==> src/rtl/ahb_rr_sched.sv <==
// ahb_rr_sched: round-robin owner scheduler for a shared AHB master port.
// Define AHB_RR_QUANTUM_EN to add the NONSEQ quantum counter and its forced hand-over.
module ahb_rr_sched #(
  parameter int g_nreq    = 4,
  parameter int g_quantum = 8
) (
  input  logic              clk,
  input  logic              rst,
  input  logic [g_nreq-1:0] req,
  input  logic [1:0]        m_htrans,
  input  logic              m_hready,
  output logic [g_nreq-1:0] grant,
  output logic [g_nreq-1:0] downer,
  output logic [g_nreq-1:0] pending,
  output logic [g_nreq-1:0] capture,
  output logic              busy
);
  localparam int PW = $clog2(g_nreq);

  typedef enum logic {IDLE, LOCK} state_t;

  if (g_nreq < 2 || g_nreq > 8) begin : g_bad_nreq
    $error("ahb_rr_sched: g_nreq must be 2..8");
  end
  if (g_quantum < 1 || g_quantum > 255) begin : g_bad_quantum
    $error("ahb_rr_sched: g_quantum must be 1..255");
  end

  function automatic logic [g_nreq-1:0] rr_pick(input logic [g_nreq-1:0] c,
                                                input logic [PW-1:0]     ptr);
    logic [g_nreq-1:0] w;
    logic              found;
    int                idx;
    w     = '0;
    found = 1'b0;
    for (int k = 1; k <= g_nreq; k++) begin
      idx = (int'(ptr) + k) % g_nreq;
      if (!found && c[idx]) begin
        w[idx] = 1'b1;
        found  = 1'b1;
      end
    end
    return w;
  endfunction

  function automatic logic [PW-1:0] oh2idx(input logic [g_nreq-1:0] v);
    logic [PW-1:0] r;
    r = '0;
    for (int i = 0; i < g_nreq; i++) begin
      if (v[i]) r = PW'(i);
    end
    return r;
  endfunction

  state_t            state;
  logic [PW-1:0]     lptr;
  logic [g_nreq-1:0] cand;
  logic [g_nreq-1:0] others;
  logic [g_nreq-1:0] pool;
  logic [g_nreq-1:0] winner;
  logic              is_idle;
  logic              is_nonseq;
  logic              accept;
  logic              quantum_hit;
  logic              release_w;
  logic              load_grant;

  assign is_idle   = (m_htrans == 2'b00);
  assign is_nonseq = (m_htrans == 2'b10);
  assign accept    = m_hready && is_nonseq;
  assign cand      = pending | req;
  assign others    = cand & ~grant;
  // The released owner only wins again when nobody else is waiting.
  assign pool      = (|others) ? others : cand;
  assign winner    = rr_pick(pool, lptr);

  assign release_w  = (state == LOCK) && m_hready &&
                      (is_idle || (is_nonseq && quantum_hit && (|others)));
  assign load_grant = m_hready && (|cand) && ((state == IDLE) || release_w);
  assign capture    = req & (~grant | {g_nreq{release_w}});
  assign busy       = (state == LOCK);

`ifdef AHB_RR_QUANTUM_EN
  function automatic logic [7:0] sat_inc(input logic [7:0] q);
    return (q == 8'hFF) ? q : q + 8'd1;
  endfunction

  logic [7:0] qcnt;

  always_ff @(posedge clk or posedge rst) begin
    if (rst) begin
      qcnt <= '0;
    end else if (load_grant) begin
      qcnt <= '0;
    end else if (state == LOCK && accept) begin
      qcnt <= sat_inc(qcnt);
    end
  end

  assign quantum_hit = (qcnt >= 8'(g_quantum - 1));
`else
  assign quantum_hit = 1'b0;
`endif

  always_ff @(posedge clk or posedge rst) begin
    if (rst) begin
      state   <= IDLE;
      grant   <= '0;
      downer  <= '0;
      pending <= '0;
      lptr    <= PW'(g_nreq - 1);
    end else begin
      // A fresh capture outranks the clear of an accepted replay.
      pending <= capture | (pending & ~(grant & {g_nreq{accept}}));
      if (m_hready) begin
        downer <= is_idle ? '0 : grant;
        if (load_grant) begin
          grant <= winner;
          lptr  <= oh2idx(winner);
          state <= LOCK;
        end else if (state == IDLE || release_w) begin
          grant <= '0;
          state <= IDLE;
        end
      end
    end
  end

endmodule

==> config.mk <==
export PLATFORM = sky130hd
export DESIGN_NAME = ahb_rr_sched
export DESIGN_NICKNAME = d
export VERILOG_FILES = /design/src/rtl/ahb_rr_sched.sv
export SDC_FILE = /design/constraint.sdc
export NUM_CORES = 1
export LEC_CHECK = 0
export ABC_AREA = 1
export ABC_CLOCK_PERIOD_IN_PS = 3090
export CORE_MARGIN = 2
export CORE_UTILIZATION = 70
export CTS_BUF_LIST = sky130_fd_sc_hd__clkbuf_2 sky130_fd_sc_hd__clkbuf_4 sky130_fd_sc_hd__clkbuf_8
export DETAILED_ROUTE_END_ITERATION = 10
export DONT_BUFFER_PORTS = 1
export GPL_ROUTABILITY_DRIVEN = 0
export GPL_TIMING_DRIVEN = 0
export PLACE_DENSITY = 0.9
export SYNTH_ARGS = -nofsm -noshare
export SYNTH_HDL_FRONTEND = slang
export SYNTH_SLANG_ARGS = --single-unit
==> constraint.sdc <==
create_clock -name clk -period 3.09 [get_ports clk]
set_input_delay 0.309 -clock clk [delete_from_list [all_inputs] [get_ports clk]]
set_output_delay 0.309 -clock clk [all_outputs]
set_load 0.05 [all_outputs]
==> report_table.html <==
<table>
<tr><th>Metric</th><th>Value</th></tr>
<tr><th colspan="2">Die</th></tr>
<tr><td>Placement row count</td><td>14</td></tr>
<tr><td>Die span in y</td><td>44.27 um</td></tr>
<tr><td>Top-level I/O count</td><td>26</td></tr>
<tr><td>Area of the die</td><td>1959 um^2</td></tr>
<tr><td>Horizontal die dimension</td><td>44.27 um</td></tr>
<tr><td>Core Region</td><td>1506 um^2</td></tr>
<tr><td>Effective utilization at floorplan</td><td>75.33%</td></tr>
<tr><th colspan="2">Synth</th></tr>
<tr><td>Post-synthesis cell area</td><td>1135 um^2</td></tr>
<tr><td>Adder-cell share of the synthesized area</td><td>8.820%</td></tr>
<tr><td>Share of synthesized area spent on multiplexers</td><td>0%</td></tr>
<tr><td>Complex-gate fraction of the synthesized area</td><td>9.592%</td></tr>
<tr><td>Number of standard cells after synthesis</td><td>160</td></tr>
<tr><td>Syn nets</td><td>177</td></tr>
<tr><td>Syn Area/Cell</td><td>7.093 um^2</td></tr>
<tr><td>YS warnings</td><td>0</td></tr>
<tr><td>Fraction of the mapped netlist area in simple logic gates</td><td>38.70%</td></tr>
<tr><td>Part of the Yosys area used for sequential elements</td><td>33.30%</td></tr>
<tr><td>Count of state elements after synthesis</td><td>15</td></tr>
<tr><td>Post-synthesis share of cell area spent on xor and xnor gates</td><td>0%</td></tr>
<tr><td>Main combinational cell family by area after synthesis</td><td>simple AND/OR/NAND/NOR gates</td></tr>
<tr><td>Count of cell types in the netlist</td><td>21</td></tr>
<tr><th colspan="2">Critical path</th></tr>
<tr><td>Standard cell with the maximum stage delay on the critical path</td><td>dfrtp_1</td></tr>
<tr><td>Most repeated library cell on the critical path</td><td>inv_1</td></tr>
<tr><td>R2r endpoint</td><td>grant[1]$_DFFE_PP0P_</td></tr>
<tr><td>R2r startpoint</td><td>lptr[0]$_DFFE_PP1P_</td></tr>
<tr><td>Largest delay contributor family on the critical path</td><td>flip-flops</td></tr>
<tr><td>Reg2Reg Setup Slack</td><td>0.94 ns</td></tr>
<tr><td>Reg2reg path depth</td><td>10</td></tr>
<tr><td>Stage delay of the slowest cell on the critical path</td><td>0.67 ns</td></tr>
<tr><td>Required @ worst endpoint</td><td>2.78 ns</td></tr>
<tr><td>Worst Path Arrival</td><td>2.04 ns</td></tr>
<tr><td>Worst path cell trace</td><td>inv_1 &gt; nor3_1 &gt; o21ai_0 &gt; inv_1</td></tr>
<tr><td>Maximum fanout along the worst path</td><td>4</td></tr>
<tr><td>Critical path startpoint category</td><td>flop</td></tr>
<tr><td>Crit path buffers/inverters</td><td>2</td></tr>
<tr><td>Category of the critical setup timing path</td><td>reg2out</td></tr>
<tr><td>CP Capture Type</td><td>output pin</td></tr>
<tr><th colspan="2">Clocking</th></tr>
<tr><td>Source-to-sink clock delay at the later pin of the worst-skew pair</td><td>0.29 ns</td></tr>
<tr><td>Number of setup buffers added after CTS</td><td>0</td></tr>
<tr><td>Cts bufs inserted</td><td>3</td></tr>
<tr><td>Sinks on Clock Net</td><td>15</td></tr>
<tr><td>Post-CTS Hold Fix Bufs</td><td>1</td></tr>
<tr><td>Clock slew seen by the registers of the worst setup and hold paths</td><td>0.09 ns</td></tr>
<tr><td>H-Tree Level Count</td><td>1</td></tr>
<tr><td>Buffer levels on the longest clock path</td><td>2</td></tr>
<tr><td>Cell chosen for the clock root</td><td>clkbuf_4</td></tr>
<tr><td>Number of resized instances in the post-cts repair step</td><td>0</td></tr>
<tr><td>CTS tree</td><td>built</td></tr>
<tr><th colspan="2">Timing</th></tr>
<tr><td>Hold Fails Final Rpt</td><td>0</td></tr>
<tr><td>Fraction of the cycle the final worst path needs</td><td>76.16%</td></tr>
<tr><td>Count of endpoints failing setup in the final report</td><td>0</td></tr>
<tr><td>Relative max-transition margin</td><td>63.26%</td></tr>
<tr><td>RSZ-0062 raised after global routing</td><td>no</td></tr>
<tr><td>Highest clock rate</td><td>424.9 MHz</td></tr>
<tr><td>Worst-margin pin slew</td><td>0.5506 ns</td></tr>
<tr><td>Clock skew after layout</td><td>0.007198 ns</td></tr>
<tr><td>Slew Limit Fails</td><td>0</td></tr>
<tr><td>Sum Neg Setup Slack</td><td>0 ns</td></tr>
<tr><td>Post-layout min period</td><td>2.353 ns</td></tr>
<tr><th colspan="2">Power and ir drop</th></tr>
<tr><td>Reported leakage power</td><td>0.5883 nW</td></tr>
<tr><td>Ratio of total power to cell area</td><td>1075 nW/um^2</td></tr>
<tr><td>Largest vdd supply drop</td><td>661.4 uV</td></tr>
<tr><td>Overall power consumption</td><td>1.284 mW</td></tr>
<tr><th colspan="2">Route</th></tr>
<tr><td>Number of iterations in the first detailed-routing pass</td><td>4</td></tr>
<tr><td>WL/cell</td><td>12.85 um</td></tr>
<tr><td>Number of antenna-violating nets in the routed design</td><td>0</td></tr>
<tr><td>Post-detailed-route DRC marker count</td><td>0</td></tr>
<tr><td>Total vias in the final route</td><td>1055</td></tr>
<tr><td>Wire length reported by the detailed router</td><td>2325 um</td></tr>
<tr><td>Average via count per standard cell</td><td>5.829</td></tr>
<tr><td>Count of routing violations after the opening detailed-route iteration</td><td>28</td></tr>
<tr><th colspan="2">Layout</th></tr>
<tr><td>Diode count</td><td>0</td></tr>
<tr><td>Layout Area Growth over Synthesis</td><td>5.293%</td></tr>
<tr><td>Area used by multi-input combinational logic</td><td>648.1 um^2</td></tr>
<tr><td>FILL cells</td><td>105</td></tr>
<tr><td>Number of nets in the final layout</td><td>183</td></tr>
<tr><td>Register area</td><td>377.9 um^2</td></tr>
<tr><td>Finished layout cell area</td><td>1195 um^2</td></tr>
<tr><td>Fraction of layout instances using a drive strength above 1</td><td>13.33%</td></tr>
<tr><th colspan="2">Placed design</th></tr>
<tr><td>Number of buffer cells added on primary ports</td><td>0</td></tr>
<tr><td>Half-perimeter wire length after placement</td><td>1898 um</td></tr>
<tr><td>Cell area reported after detailed placement</td><td>1155 um^2</td></tr>
<tr><th colspan="2">Global route</th></tr>
<tr><td>Global-route wire length before repair</td><td>4036 um</td></tr>
<tr><td>Final global-route overflow total</td><td>0</td></tr>
<tr><td>Number of global-route vias before repair</td><td>989</td></tr>
<tr><td>Pin count of the biggest net entering global routing</td><td>16</td></tr>
<tr><td>Antenna violations before repair</td><td>0</td></tr>
<tr><td>Total routing resource utilization after global routing</td><td>27.89%</td></tr>
<tr><th colspan="2">Run status</th></tr>
<tr><td>Result of the run</td><td>completed</td></tr>
<tr><th colspan="2">Min path</th></tr>
<tr><td>Worst hold endpoint</td><td>pending[0]$_DFF_PP0_</td></tr>
<tr><td>Class of the tightest hold or removal check</td><td>in2reg</td></tr>
<tr><td>Worst hold path startpoint</td><td>req[0]</td></tr>
<tr><td>Hold path cells</td><td>2</td></tr>
<tr><th colspan="2">Run</th></tr>
<tr><td>Number of max-capacitance violations reported</td><td>0</td></tr>
</table>
==> per-layer routing <==
metal	part of all wire, %	global-route usage, %
met3	4.5	7.347
met4	1.1	8.485
met2	49	47.06
met1	45	34.90
met5	0	0
==> area by class of cell <==
cell class	instances	share of cell area (%)
multi-input combinational	116	54.24
sequential	15	31.62
inverter	28	8.796
clock buffer	4	2.513
tap	16	1.675
timing repair buffer	1	0.8377
buffer	1	0.3141
==> worst max path at each step <==
stage / from / to / slack, ns / cells after the start
2_1_floorplan: lptr[0]$_DFFE_PP1P_ / lptr[0]$_DFFE_PP1P_ / 1.21 / 11
3_3_place_gp: lptr[0]$_DFFE_PP1P_ / lptr[0]$_DFFE_PP1P_ / 1.01 / 10
3_5_place_dp: pending[1]$_DFF_PP0_ / grant[1]$_DFFE_PP0P_ / 0.96 / 12
6_report: busy$_DFFE_PP0P_ / capture[1] / 0.74 / 4
4_1_cts: busy$_DFFE_PP0P_ / capture[1] / 0.72 / 4
5_1_grt: busy$_DFFE_PP0P_ / capture[1] / 0.55 / 4
==> where the power goes <==
group          internal (mW)  leakage [nW]  switching [mW]
sequential             0.260         0.174           0.226
clock                 0.0591        0.0184          0.0609
combinational          0.212         0.395           0.467
total                  0.531         0.588           0.753
==> worst reg2reg max path: stages, from the launching register on <==
cell and delay (ns):
dfstp_2 0.64, inv_1 0.19, ha_1 0.38, inv_1 0.08
nand3_1 0.09, nand2_2 0.11, nor2_4 0.21, nand3_1 0.10
nand3b_1 0.13, nand2_1 0.07, o21ai_1 0.09
==> cell usage after synthesis <==
cell	instances	share of area, %
nor2_2	8	4.4
clkbuf_1	1	0.33
a21oi_1	1	0.44
dfstp_2	2	4.6
nand2_2	3	1.7
ha_1	8	8.8
dfrtp_1	13	29
nor2_4	2	2.0
nand4_1	1	0.55
o21ai_1	1	0.44
nand3_1	32	14
nor2_1	6	2.0
nand3b_1	1	0.66
o21ai_0	12	5.3
inv_1	28	9.3
nor4_1	1	0.55
nor3_1	1	0.44
o31ai_1	4	2.6
a21oi_2	1	0.77
nand3_2	2	1.8
nand2_1	32	11
==> cells by family (layout without fill, tap and decap cells) <==
logic type / after synthesis / in the layout
AOI/OAI and AO/OA: 19 / 19
and+or+nand+nor: 89 / 89
adders and majority gates: 8 / 8
DFF: 15 / 15
buffers and inverters: 29 / 34
==> per-stage QoR <==
| step | hold WS [ns] | util (%) | instances | worst slack [ns] |
|---|---|---|---|---|
| 5_1_grt | 0.2040 | 79.32 | 181 | 0.5476 |
| 6_report | 0.1799 | 79.32 | 181 | 0.7366 |
| 3_5_place_dp | 0.2820 | 76.66 | 176 | 0.9574 |
| 4_1_cts | 0.1812 | 79.32 | 181 | 0.7172 |
| 2_1_floorplan | 0.2090 | - | 160 | 1.210 |
| 3_3_place_gp | 0.2603 | 76.66 | 176 | 1.011 |
==> flip-flops by register name (all words and copies together) (netlist names) <==
register,count
downer,4
grant,4
pending,4
lptr,2
busy,1
==> placed cells by master (no fill, tap or decap), drive strengths merged <==
cell and n:
a21oi 2, clkbuf 5, dfrtp 13, dfstp 2, dlygate4sd3 1, ha 8, inv 28, nand2 35
nand3 34, nand3b 1, nand4 1, nor2 16, nor3 1, nor4 1, o21ai 13, o31ai 4
Power figures use the tool's default switching activity.
